`src/rtl/shot_timer_arbiter_if.sv`:
```
// ---------------------------------------------------------------------------
// shot_timer_arbiter_if
// Bundles the requester-side valid/ready bus and the timer-side fire/done bus
// of the shot timer arbiter.
//   req_valid/req_mode  : per-requester shot request and 2-bit duration code
//   req_ready/req_done  : one-hot accept and one-cycle completion pulse
//   tmr_fire_valid/mode : fire request toward the pulse timer
//   tmr_fire_ready/done : timer accept and completion pulse
// Modports:
//   master : the arbiter (drives ready/done and the timer fire request)
//   slave  : the environment (requesters plus the timer)
// ---------------------------------------------------------------------------
interface shot_timer_arbiter_if #(
    parameter int NUM_REQ = 4
);
    logic [NUM_REQ-1:0]   req_valid;
    logic [2*NUM_REQ-1:0] req_mode;
    logic [NUM_REQ-1:0]   req_ready;
    logic [NUM_REQ-1:0]   req_done;
    logic                 tmr_fire_valid;
    logic [1:0]           tmr_mode;
    logic                 tmr_fire_ready;
    logic                 tmr_done;

    modport master (
        input  req_valid,
        input  req_mode,
        output req_ready,
        output req_done,
        output tmr_fire_valid,
        output tmr_mode,
        input  tmr_fire_ready,
        input  tmr_done
    );

    modport slave (
        output req_valid,
        output req_mode,
        input  req_ready,
        input  req_done,
        input  tmr_fire_valid,
        input  tmr_mode,
        output tmr_fire_ready,
        output tmr_done
    );
endinterface

```
`src/rtl/shot_timer_arbiter.sv`:
```
// ---------------------------------------------------------------------------
// shot_timer_arbiter
// Round-robin arbiter sharing one single-shot pulse timer among NUM_REQ
// requesters. One shot is in flight at a time: IDLE grants a requester,
// FIRE presents the shot to the timer, RUN waits for the timer's done pulse
// and then returns a one-cycle completion pulse to the owner. A watchdog
// recovers from a lost done and sets a sticky error flag.
// Ports:
//   clk, rst_n   : clock (rising edge), asynchronous active-low reset
//   bus          : requester and timer handshakes (master modport)
//   owner        : index of the current owner, valid with owner_valid
//   owner_valid  : high while a shot is in FIRE or RUN
//   timeout_err  : sticky watchdog flag, cleared only by reset
// ---------------------------------------------------------------------------
module shot_timer_arbiter #(
    parameter int NUM_REQ = 4,
    parameter int IDXW    = $clog2(NUM_REQ),
    parameter int TIMEOUT = 300,
    parameter int WDW     = 10
) (
    input  logic                 clk,
    input  logic                 rst_n,
    shot_timer_arbiter_if.master bus,
    output logic [IDXW-1:0]      owner,
    output logic                 owner_valid,
    output logic                 timeout_err
);

    typedef enum logic [1:0] {
        ST_IDLE = 2'd0,
        ST_FIRE = 2'd1,
        ST_RUN  = 2'd2
    } state_t;

    state_t               state_r, state_s;
    logic [IDXW-1:0]      rr_r, rr_s;
    logic [IDXW-1:0]      owner_r, owner_s;
    logic [1:0]           mode_r, mode_s;
    logic                 fire_r, fire_s;
    logic                 err_r, err_s;
    logic [WDW-1:0]       wd_r, wd_s;
    logic [NUM_REQ-1:0]   done_r, done_s;

    logic                 grant_found_s;
    logic [IDXW-1:0]      grant_idx_s;
    logic [NUM_REQ-1:0]   grant_oh_s;
    logic [NUM_REQ-1:0]   owner_oh_s;
    logic                 trip_s;

    // Round-robin search: first valid request at or after the rr pointer.
    always_comb begin
        int idx_v;
        idx_v         = 0;
        grant_found_s = 1'b0;
        grant_idx_s   = {IDXW{1'b0}};
        grant_oh_s    = {NUM_REQ{1'b0}};
        for (int k = 0; k < NUM_REQ; k++) begin
            idx_v = int'(rr_r) + k;
            if (idx_v >= NUM_REQ) begin
                idx_v = idx_v - NUM_REQ;
            end else begin
                idx_v = idx_v;
            end
            if (!grant_found_s && bus.req_valid[idx_v]) begin
                grant_found_s = 1'b1;
                grant_idx_s   = idx_v[IDXW-1:0];
            end else begin
                grant_found_s = grant_found_s;
            end
        end
        if (grant_found_s) begin
            grant_oh_s[grant_idx_s] = 1'b1;
        end else begin
            grant_oh_s = {NUM_REQ{1'b0}};
        end
    end

    // One-hot decode of the owner, used to route the completion pulse.
    always_comb begin
        owner_oh_s          = {NUM_REQ{1'b0}};
        owner_oh_s[owner_r] = 1'b1;
    end

    // Watchdog reaches TIMEOUT on the cycle it holds TIMEOUT-1.
    assign trip_s = (wd_r == WDW'(TIMEOUT - 1));

    // Grant is offered only in IDLE and never while reset is asserted.
    assign bus.req_ready = (rst_n && (state_r == ST_IDLE)) ? grant_oh_s : {NUM_REQ{1'b0}};

    // Next-state and next-output logic for the IDLE/FIRE/RUN controller.
    always_comb begin
        state_s = state_r;
        rr_s    = rr_r;
        owner_s = owner_r;
        mode_s  = mode_r;
        fire_s  = fire_r;
        err_s   = err_r;
        wd_s    = wd_r;
        done_s  = {NUM_REQ{1'b0}};
        case (state_r)
            ST_IDLE: begin
                wd_s = {WDW{1'b0}};
                if (grant_found_s) begin
                    state_s = ST_FIRE;
                    owner_s = grant_idx_s;
                    mode_s  = bus.req_mode[2*int'(grant_idx_s) +: 2];
                    fire_s  = 1'b1;
                    if (grant_idx_s == IDXW'(NUM_REQ - 1)) begin
                        rr_s = {IDXW{1'b0}};
                    end else begin
                        rr_s = grant_idx_s + IDXW'(1);
                    end
                end else begin
                    state_s = ST_IDLE;
                end
            end
            ST_FIRE: begin
                // A done pulse here belongs to an earlier shot and is ignored.
                if (fire_r && bus.tmr_fire_ready) begin
                    state_s = ST_RUN;
                    fire_s  = 1'b0;
                    wd_s    = {WDW{1'b0}};
                end else if (trip_s) begin
                    state_s = ST_IDLE;
                    fire_s  = 1'b0;
                    err_s   = 1'b1;
                    done_s  = owner_oh_s;
                    wd_s    = {WDW{1'b0}};
                end else begin
                    wd_s = wd_r + WDW'(1);
                end
            end
            ST_RUN: begin
                // A done coinciding with the trip is a normal completion.
                if (bus.tmr_done) begin
                    state_s = ST_IDLE;
                    done_s  = owner_oh_s;
                    wd_s    = {WDW{1'b0}};
                end else if (trip_s) begin
                    state_s = ST_IDLE;
                    err_s   = 1'b1;
                    done_s  = owner_oh_s;
                    wd_s    = {WDW{1'b0}};
                end else begin
                    wd_s = wd_r + WDW'(1);
                end
            end
            default: begin
                state_s = ST_IDLE;
                fire_s  = 1'b0;
                wd_s    = {WDW{1'b0}};
            end
        endcase
    end

    // State and output registers with asynchronous reset.
    always_ff @(posedge clk or negedge rst_n) begin
        if (!rst_n) begin
            state_r <= ST_IDLE;
            rr_r    <= {IDXW{1'b0}};
            owner_r <= {IDXW{1'b0}};
            mode_r  <= 2'b00;
            fire_r  <= 1'b0;
            err_r   <= 1'b0;
            wd_r    <= {WDW{1'b0}};
            done_r  <= {NUM_REQ{1'b0}};
        end else begin
            state_r <= state_s;
            rr_r    <= rr_s;
            owner_r <= owner_s;
            mode_r  <= mode_s;
            fire_r  <= fire_s;
            err_r   <= err_s;
            wd_r    <= wd_s;
            done_r  <= done_s;
        end
    end

    assign bus.tmr_fire_valid = fire_r;
    assign bus.tmr_mode       = mode_r;
    assign bus.req_done       = done_r;
    assign owner              = owner_r;
    assign owner_valid        = (state_r != ST_IDLE);
    assign timeout_err        = err_r;

endmodule

```
`src/flat_wrapper.sv`:
```
// flat-port wrapper written by rule: the top's interface ports become plain ports
module shot_timer_arbiter_flat 
#(
    parameter int NUM_REQ = 4,
    parameter int IDXW    = $clog2(NUM_REQ),
    parameter int TIMEOUT = 300,
    parameter int WDW     = 10
)
  (clk, rst_n, owner, owner_valid, timeout_err, bus_req_valid, bus_req_mode, bus_req_ready, bus_req_done, bus_tmr_fire_valid, bus_tmr_mode, bus_tmr_fire_ready, bus_tmr_done);
  shot_timer_arbiter_if #(.NUM_REQ(NUM_REQ)) bus_i ();
  input  logic clk;
  input  logic rst_n;
  output logic [IDXW-1:0] owner;
  output logic owner_valid;
  output logic timeout_err;
  input wire logic [$bits(bus_i.req_valid)-1:0] bus_req_valid;
  input wire logic [$bits(bus_i.req_mode)-1:0] bus_req_mode;
  output wire logic [$bits(bus_i.req_ready)-1:0] bus_req_ready;
  output wire logic [$bits(bus_i.req_done)-1:0] bus_req_done;
  output wire logic [$bits(bus_i.tmr_fire_valid)-1:0] bus_tmr_fire_valid;
  output wire logic [$bits(bus_i.tmr_mode)-1:0] bus_tmr_mode;
  input wire logic [$bits(bus_i.tmr_fire_ready)-1:0] bus_tmr_fire_ready;
  input wire logic [$bits(bus_i.tmr_done)-1:0] bus_tmr_done;
  assign bus_i.req_valid = bus_req_valid;
  assign bus_i.req_mode = bus_req_mode;
  assign bus_req_ready = bus_i.req_ready;
  assign bus_req_done = bus_i.req_done;
  assign bus_tmr_fire_valid = bus_i.tmr_fire_valid;
  assign bus_tmr_mode = bus_i.tmr_mode;
  assign bus_i.tmr_fire_ready = bus_tmr_fire_ready;
  assign bus_i.tmr_done = bus_tmr_done;
  shot_timer_arbiter #(.NUM_REQ(NUM_REQ), .IDXW(IDXW), .TIMEOUT(TIMEOUT), .WDW(WDW)) u_core (.clk(clk), .rst_n(rst_n), .bus(bus_i), .owner(owner), .owner_valid(owner_valid), .timeout_err(timeout_err));
endmodule
```
`config.mk`:
```
export PLATFORM = sky130hd
export DESIGN_NAME = shot_timer_arbiter_flat
export DESIGN_NICKNAME = d
export VERILOG_FILES = /design/src/rtl/shot_timer_arbiter_if.sv /design/src/rtl/shot_timer_arbiter.sv /design/src/flat_wrapper.sv
export SDC_FILE = /design/constraint.sdc
export NUM_CORES = 1
export LEC_CHECK = 0
export ABC_AREA = 1
export CORE_UTILIZATION = 35
export CTS_CLUSTER_DIAMETER = 60
export CTS_CLUSTER_SIZE = 25
export DETAILED_ROUTE_END_ITERATION = 8
export GPL_ROUTABILITY_DRIVEN = 1
export PLACE_DENSITY = 0.68
export RECOVER_POWER = 50
export REMOVE_ABC_BUFFERS = 1
export SYNTH_ARGS = -nofsm -noshare
export SYNTH_HDL_FRONTEND = slang
export SYNTH_SLANG_ARGS = --single-unit
```
`constraint.sdc`:
```
create_clock -name clk -period 2.4 [get_ports clk]
set_input_delay 0.48 -clock clk [delete_from_list [all_inputs] [get_ports clk]]
set_output_delay 0.48 -clock clk [all_outputs]
set_load 0.03 [all_outputs]
```
# Word level (Yosys, flattened, before mapping)
# Index checks and enable logic that the tools add are counted.
[word_totals]
regBits = 24
input_bits = 16
out_inout_bits = 15
[classes]
add_sub_neg = 9
order_cmp = 12
eq_ne = 8
shift = 1
mux = 52
n_bitwise = 1
n_reduce_logical = 16
[ops]
columns = ["operator", "count"]
rows = [
  ["32-bit by 4-bit < comparator with 1-bit output, second input constant", 4],
  ["32-bit two-way mux", 4],
  ["32-bit by 4-bit greater-or-equal comparator with 1-bit output, second input constant", 3],
  ["32-bit by 4-bit subtractor with 32-bit output, second input constant", 3],
  ["10-bit two-way mux", 3],
  ["1-bit two-way mux", 21],
  ["4-bit two-way mux", 5],
  ["10-bit one-hot mux with 2 select lines", 1],
  ["2-bit two-way mux", 8],
  ["10-bit by 1-bit adder with 10-bit output, second input constant", 1],
  ["10-bit by 9-bit == test with 1-bit output, second input constant", 1],
  ["1-bit binary-select mux with 2-bit select", 4],
  ["4-bit one-hot mux with 2 select lines", 1],
  ["8-bit by 4-bit indexed part select with 2-bit output", 1],
  ["1-bit logical AND", 7],
  ["2-bit by 2-bit adder with 3-bit output, second input constant", 2],
  ["2-bit by 3-bit < comparator with 1-bit output, second input constant", 2],
  ["2-bit one-hot mux with 3 select lines", 1],
  ["3-bit AND reduction", 2],
  ["1-bit demux with 2-bit select", 2],
  ["2-bit == test, second input constant", 2],
  ["2-bit by 1-bit greater-or-equal comparator with 1-bit output, second input constant", 2],
  ["2-bit inequality test, second input constant", 2],
  ["2-bit nonzero test", 2],
  ["13 further kinds", 15],
]

# Logic depth before layout (Yosys ltp)
# Gate-level depths: netlist (run 1).
[depth]
word_depth = 21
ltp_mapped = 15

# Least setup slack after synthesis (run 1)
# Ideal clock, no wire load.
[synth_timing]
kind = "input-to-output"
startpoint = "input bus_req_valid[3]"
endpoint = "output bus_req_ready[0]"
arrival_ns = 1.664
required_time_ns = 1.920
setup_slack_ns = 0.256
cell_stages = 12
path_buffers = 0
path_cell_list = "inv_1 -> nand2_2 -> nand3_2 -> nand2_2 -> nor2_8 -> nand3_4 -> nand2_4 -> nand2_4 -> inv_2 -> ha_1 -> nand3_1 -> inv_1"
[synth_via]
elab_chain_len = 19
word_cells_on_any_way = 33
classes_between = "order compare: 2; mux: 24; reduce/logical: 7"
[synth_rtl]
columns = ["element", "line_no", "source"]
rows = [
  ["from (decl)", "flat_wrapper.sv:16", "input wire logic [$bits(bus_i.req_valid)-1:0] bus_req_valid;"],
  ["1-bit binary-select mux with 2-bit select", "shot_timer_arbiter.sv:64", "if (!grant_found_s && bus.req_valid[idx_v]) begin"],
  ["1-bit two-way mux (implied by the code) (2 in a row)", "shot_timer_arbiter.sv:64", ""],
  ["1-bit two-way mux", "shot_timer_arbiter.sv:64", ""],
  ["1-bit logical NOT", "shot_timer_arbiter.sv:64", ""],
  ["1-bit logical AND", "shot_timer_arbiter.sv:64", ""],
  ["1-bit two-way mux", "shot_timer_arbiter.sv:64", ""],
  ["1-bit logical NOT", "shot_timer_arbiter.sv:64", ""],
  ["1-bit logical AND", "shot_timer_arbiter.sv:64", ""],
  ["[... 3 more ...]", "n/a", ""],
  ["2-bit two-way mux (*)", "shot_timer_arbiter.sv:64", ""],
  ["named net u_core.grant_idx_s[0]", "shot_timer_arbiter.sv:45", "logic [IDXW-1:0] grant_idx_s;"],
  ["2-bit by 3-bit < comparator with 1-bit output (implied by the code) / 2-bit by 1-bit greater-or-equal comparator with 1-bit output (equally long branches)", "shot_timer_arbiter.sv:72", "grant_oh_s[grant_idx_s] = 1'b1;"],
  ["1-bit logical AND (implied by the code)", "shot_timer_arbiter.sv:72", ""],
  ["1-bit two-way mux (implied by the code)", "shot_timer_arbiter.sv:72", ""],
  ["1-bit demux with 2-bit select (*)", "n/a", ""],
  ["4-bit two-way mux (*)", "shot_timer_arbiter.sv:71", "if (grant_found_s) begin"],
  ["4-bit two-way mux (*)", "shot_timer_arbiter.sv:88", "assign bus.req_ready = (rst_n && (state_r == ST_IDLE)) ? grant_oh_s : {NUM_REQ{1'b0}};"],
  ["to (decl)", "flat_wrapper.sv:18", "output wire logic [$bits(bus_i.req_ready)-1:0] bus_req_ready;"],
]
# Mark *: on every way through the listed nets, which the timed path passes. The rest lies on a longest branch. The select of a mux whose other input is x is not followed.

# Worst setup path after layout (run 1)
[layout_timing]
startpoint = "register u_core.rr_r[0]"
endpoint = "output bus_req_ready[2]"
[layout_via]
elab_chain_len = 21
word_cells_on_any_way = 48
classes_between = "add/sub: 7; order compare: 6; mux: 28; reduce/logical: 7"
[layout_rtl]
columns = ["element", "line_no", "source"]
rows = [
  ["from (decl)", "shot_timer_arbiter.sv:36", "logic [IDXW-1:0] rr_r, rr_s;"],
  ["from (signal assigned)", "shot_timer_arbiter.sv:160", "rr_r <= {IDXW{1'b0}};"],
  ["from (signal assigned)", "shot_timer_arbiter.sv:169", "rr_r <= rr_s;"],
  ["parallel branches: the longest is 14 deep, another holds 32-bit by 4-bit subtractor with 32-bit output", "n/a", ""],
  ["2-bit two-way mux (*)", "shot_timer_arbiter.sv:64", ""],
  ["named net u_core.grant_idx_s[0]", "shot_timer_arbiter.sv:45", ""],
  ["2-bit by 3-bit < comparator with 1-bit output (implied by the code) / 2-bit by 1-bit greater-or-equal comparator with 1-bit output (equally long branches)", "shot_timer_arbiter.sv:72", ""],
  ["1-bit logical AND (implied by the code)", "shot_timer_arbiter.sv:72", ""],
  ["1-bit two-way mux (implied by the code)", "shot_timer_arbiter.sv:72", ""],
  ["1-bit demux with 2-bit select (*)", "n/a", ""],
  ["4-bit two-way mux (*)", "shot_timer_arbiter.sv:71", ""],
  ["4-bit two-way mux (*)", "shot_timer_arbiter.sv:88", ""],
]
# Mark *: on every way through the listed nets, which the timed path passes. The select of a mux whose other input is x is not followed.

==> results of run 1 <==
[flip-flops by register name (all words and copies together) (netlist names)]
signal / flops
u_core.bus.req_done: 4
u_core.timeout_err: 1
u_core.state_r: 2
u_core.owner: 2
u_core.rr_r: 2
u_core.bus.tmr_mode: 2
u_core.wd_r: 10
u_core.bus.tmr_fire_valid: 1
[power by group through the flow]
stage | logic [mW] | registers (mW) | clock network [mW]
after floorplan | 1.19 | 0.676 | 0
after global placement | 1.95 | 0.586 | 0
after detailed placement | 1.98 | 0.588 | 0
after CTS | 2.45 | 0.595 | 0.359
after global routing | 2.89 | 0.625 | 0.371
final | 2.66 | 0.610 | 0.359
[per-layer routing]
layer  global-route usage [%]  vias up  wire length (um)
met3                    1.732        8               144
met5                        0        -                 0
met2                    29.52       35              2074
li1                         -      797                 -
met4                    4.667        0                70
met1                    21.64      739              1802
[Yosys cell counts (2+ instances only)]
cell	n
nor3_1	6
nand2_2	6
inv_2	3
a21oi_1	3
ha_1	9
a31oi_1	2
nand3_2	3
nor2_1	16
nand2_1	56
o21ai_0	5
nand3_1	21
xnor2_1	2
o21ai_1	2
nand2_4	7
inv_1	38
xor2_1	5
dfrtp_1	24
[per-stage QoR]
stage	utilization, %	setup TNS, ps	hold WS [ps]
final	54.54	-636.7	477.4
after global routing	54.54	-913.5	518.8
after CTS	52.83	-621.5	487.2
after detailed placement	47.02	-1132	468.0
after global placement	47.02	-1004	467.8
after floorplan	-	0	184.4
[critical path, delay by kind of cell, from the launching register on]
kind	cells	cell delay, ps
AND/OR/NAND/NOR	8	710
buffers and inverters	5	490
flip-flops	1	470
adder cells (fa/ha/maj)	1	170
[cell families (layout without fill, tap and decap cells)]
group	Yosys count	in the layout	synth area share (%)
AND/OR/NAND/NOR	120	120	37.29
buffers and inverters	42	102	10.11
flip-flops	24	24	36.75
AO/OA/AOI/OAI	15	15	5.207
adder cells (fa/ha/maj)	9	9	6.891
XOR/XNOR	7	7	3.752
[repair_timing]
item / 4_1_cts / 5_1_grt
pin swaps: 18 / 15
cloned: 1 / 1
setup endpoints to repair: 4 / 6
setup buffers: 10 / 4
hold endpoints to repair: 0 / 0
resized for setup: 41 / 16
[worst min-delay path by stage]
| stage | startpoint | endpoint | cells past startpoint |
|---|---|---|---|
| 6_report | u_core.timeout_err | u_core.timeout_err | 1 |
| 5_1_grt | u_core.timeout_err | u_core.timeout_err | 1 |
| 4_1_cts | u_core.timeout_err | u_core.timeout_err | 1 |
| 3_5_place_dp | u_core.timeout_err | u_core.timeout_err | 1 |
| 3_3_place_gp | u_core.bus.tmr_mode[1] | u_core.bus.tmr_mode[1] | 2 |
| 2_1_floorplan | rst_n | u_core.bus.req_done[0] | 0 |
[final cells by class]
type                    instances  area, um2  share of cell area (%)
inverters                      41      163.9                   6.809
repair buffers                 56      503.0                   20.89
clock buffers                   3      41.29                   1.715
multi-input cells             151      993.5                   41.27
clock inverters                 1      30.03                   1.247
repair inverters                1      7.507                  0.3119
well taps                      52      65.06                   2.703
flip-flops and latches         24      603.1                   25.05
==> flow_summary.ini, run 1 <==
[power_and_ir_drop]
leakage_nw = 1.204
powerDensity_nw_per_um2 = 1506
pwr-share-seq_pct = 16.8
ir_worst_vdd_mv = 0.8619
power.total_mw = 3.624
p_switching_mw = 1.721
combPwrFrac_pct = 73.3
p_sw_share_pct = 47.47
p_clk_share_pct = 9.9
intPower_mw = 1.904

[grt]
grt_pass1_wl_um = 6741
antenna_found_initial = 0
grtUsageTotal_pct = 16.79
grt-ovfl-total = 0
grt_pass1_vias = 1508
grt_max_degree = 25

[logic_synthesis]
synth.distinct_cells = 26
synth_top_area_cell = dfrtp_1
yosysSeqAreaShare_pct = 36.75
ys_seq_elements = 24
avgSynthCellArea_um2 = 7.530
synth-main-ff-cell = dfrtp_1
netlist_top_cells_area = dfrtp_1, nand2_1, inv_1
synth_area_um2 = 1634
synth_edf_count = 0
synth_warnings = 0
ys_async_sr_fraction_pct = 100.0
synth_top_area_share_pct = 36.75
synthCells = 217

[floorplanning]
ios = 31
die_h_um = 70.33
rows = 24
core_um2 = 4414
die_w_um = 70.33
initial_core_util_pct = 37.02
die-area_um2 = 4946

[routing]
wl_per_cell_um = 12.43
drt_iter0_markers = 72
dr.pass1.iters = 4
drc = 0
viasPerCell = 4.799
wirelength_um = 4091
antenna_left = 0
vias = 1579

[timing]
max_slew.worst_pin.slew_ps = 1250
fmax_mhz = 388.4
final.setup.worst_slack_ps = -174.4
period_needed_ps = 2574
setup_viol = 4
fin_crit_sh_pct = 107.3
fin_skew_ps = 8.987
rsz0062_at_grt = true
finalHoldViolCount = 0
drv_slew = 0
slew_headroom_pct = 16.67

[setup_path]
critPathRequiredTime_ps = 1920
worst_ep_arrival_time_ps = 2090
r2r_setup_slack_ps = 120
cp_cell_sequence = buf_4 > nand2_2 > nand3_4 > nand2_4 > inv_1 > nand2_2 > nor2_4 > nand2_4 > nand2_4 > inv_4 > ha_2 > nand3_2 > inv_2 > buf_6
ff2ff_path_depth = 17
cpPeakStageDelay_ps = 470
critPathLaunchType = flop
crit_path_top_delay_cell = dfrtp_2
cp_common_cell = nand2_4
worstSetupPathType = reg2out
end_kind = primary output
cp-endpoint = bus_req_ready[2]
timing.rr.end = u_core.bus.tmr_mode[0]
rr_startpoint = u_core.rr_r[0]
worst-path-max-fanout = 4
crit_path_start = u_core.rr_r[0]

[clocking]
clk_path_buf_depth = 2
clock_latency_ps = 270
cts_sinks = 24
h-tree-depth = 1
numCtsBuffers = 3
cts_root_buffer = clkbuf_8
clk_pin_slew_ps = 90
cts_tree = yes
ctsHoldBuffers = 0

[place]
port_buffers = 30
hpwl_um = 2779
dp_cells = 311
dpl_cell_area_um2 = 2076
gp_congestion = 0.8936
pre_cts_slack_ps = -325.3

[finish]
mostFrequentLayoutCells = nand2_1, inv_1, buf_4, dfrtp_1, clkdlybuf4s50_1
finalNetCount = 303
n_antenna_cell = 0
final_common_cell = nand2_1
design_area_um2 = 2407
drive_gt1_share_pct = 32.13
fin_cells = 329
n_fill_cell = 420
syn_to_final_growth_pct = 47.32

[run]
cap_violations = 0

[outcome]
violations = negative setup slack
outcome = finished with violations

[hold_path]
min_path_type = reg2reg
No activity file was read; power rests on OpenSTA's default activity.
==> run 2: changes to the inputs <==
--- a/config.mk
+++ b/config.mk
@@ -6,6 +6,8 @@
 export NUM_CORES = 1
 export LEC_CHECK = 0
 export ABC_AREA = 1
+export CORE_ASPECT_RATIO = 0.7
+export CORE_MARGIN = 2
 export CORE_UTILIZATION = 35
 export CTS_CLUSTER_DIAMETER = 60
 export CTS_CLUSTER_SIZE = 25
==> flow_summary.ini, run 2 (same netlist as run 1, synthesis figures left out) <==
[setup_path]
critPathLaunchType = flop
worstSetupPathType = reg2out
end_kind = primary output
worst_ep_arrival_time_ps = 2020
critPathRequiredTime_ps = 1920
crit_path_top_delay_cell = dfrtp_2
r2r_setup_slack_ps = 530
ff2ff_path_depth = 8
cp_common_cell = nand2_2
cpPeakStageDelay_ps = 450
worst-path-max-fanout = 9
timing.rr.end = u_core.wd_r[5]
rr_startpoint = u_core.wd_r[0]
cp_cell_sequence = buf_12 > nand2_2 > nand2_2 > nand2_2 > nand2_4 > nor2_8 > nand4_1 > nand2_4 > inv_4 > ha_1 > nand3_2 > inv_1 > buf_6

[finish]
largest_register_ffs = 10
finalNetCount = 290
final_common_cell = nand2_1
syn_to_final_growth_pct = 36.06
n_antenna_cell = 0
drive_gt1_share_pct = 23.48
largest_register = u_core.wd_r
mostFrequentLayoutCells = nand2_1, inv_1, dfrtp_1, clkdlybuf4s50_1, nand3_1
post-route-util_pct = 50.48

[routing]
drt_iter0_markers = 70
antenna_left = 0
dr.pass1.iters = 6
vias = 1431
wl_per_cell_um = 10.64
viasPerCell = 4.486
wirelength_um = 3395
drc = 0

[timing]
rsz0062_at_grt = true
finalHoldViolCount = 0
slew_headroom_pct = 77.07
setup_viol = 4
fin_skew_ps = 1.584
period_needed_ps = 2504
fmax_mhz = 399.3
final.setup.worst_slack_ps = -104.2
max_slew.worst_pin.slew_ps = 340.8
drv_slew = 0
setup_tns_ps = -360.2
fin_crit_sh_pct = 104.3

[power_and_ir_drop]
powerDensity_nw_per_um2 = 1355
ir_worst_vdd_mv = 0.7156
leakage_nw = 1.141

[place]
gp_congestion = 0.8588
port_buffers = 30
pre_cts_slack_ps = -336.5
hpwl_um = 2733

[floorplanning]
initial_core_util_pct = 37.10
ios = 31
core_um2 = 4404
die_h_um = 61.17
die-area_um2 = 5240
rows = 20
die_w_um = 85.67

[grt]
grt_pass1_wl_um = 6037
antenna_found_initial = 0
grtUsageTotal_pct = 14.35
grt-ovfl-total = 0
grt_max_degree = 25
grt_pass1_vias = 1370

[hold_path]
hold_start = u_core.timeout_err
holdPathEnd = u_core.timeout_err
hold_depth = 1
min_path_type = reg2reg

[clocking]
cts_sinks = 24
h-tree-depth = 1
ctsHoldBuffers = 0
clk_pin_slew_ps = 80
cts_tree = yes
cts_root_buffer = clkbuf_8
numCtsBuffers = 3
clk_path_buf_depth = 2
clock_latency_ps = 260

[outcome]
violations = negative setup slack
outcome = finished with violations

[run]
cap_violations = 0
==> run 2: area by class of cell <==
| cell class | count | area, um2 |
|---|---|---|
| Fill cell | 425 | 2181 |
| Multi-Input combinational cell | 151 | 920.9 |
| Sequential cell | 24 | 603.1 |
| Timing Repair Buffer | 44 | 414.1 |
| Inverter | 41 | 161.4 |
| Tap cell | 55 | 68.82 |
| Clock buffer | 4 | 55.05 |
==> run 2: how the worst max path moves through the flow <==
stage	from	to	slack (ps)
floorplan	u_core.rr_r[0]	bus_req_ready[0]	120
global placement	bus_req_valid[3]	bus_req_ready[2]	-290
detailed placement	bus_req_valid[2]	bus_req_ready[2]	-340
CTS	u_core.rr_r[0]	bus_req_ready[3]	-160
global route	u_core.rr_r[0]	bus_req_ready[2]	-220
finish	u_core.rr_r[0]	bus_req_ready[3]	-100
==> run 2: repair_timing <==
item | CTS | global route
pin swaps | 11 | 4
setup buffers | 3 | 0
cloned | 0 | 0
endpoints found under the setup margin | 4 | 4
gates resized for setup | 25 | 7
==> run 2: critical path, delay by kind of cell, from the launching register on <==
kind                     cells  cell delay [ps]
AND/OR/NAND/NOR              8              730
flip-flops                   1              450
buffers and inverters        4              370
adder cells (fa/ha/maj)      1              200
==> run 2: per-stage QoR <==
step | area (um2) | hold WS, ps | instances | power [mW]
after CTS | 2205 | 484.6 | 319 | 3.004
after global placement | 2077 | 465.7 | 312 | 2.507
after floorplan | 1623 | 184.4 | 216 | 1.865
final | 2223 | 478.6 | 319 | 3.012
after detailed placement | 2077 | 465.3 | 312 | 2.542
after global routing | 2223 | 516.9 | 319 | 3.300
==> run 2: where the power goes <==
part	total [mW]	switching [mW]	internal (mW)
Combinational	2.15	1.25	0.896
Sequential	0.594	0.0934	0.500
Clock	0.268	0.122	0.146
Total	3.01	1.47	1.54
==> run 2: layer usage <==
metal / part of all wire, % / up-vias / GRT usage (%)
li1: - / 769 / -
met1: 51 / 631 / 20.38
met2: 43 / 31 / 23.10
met3: 6.2 / 0 / 3.887
met4: 0 / 0 / 1.361
met5: 0 / - / 0
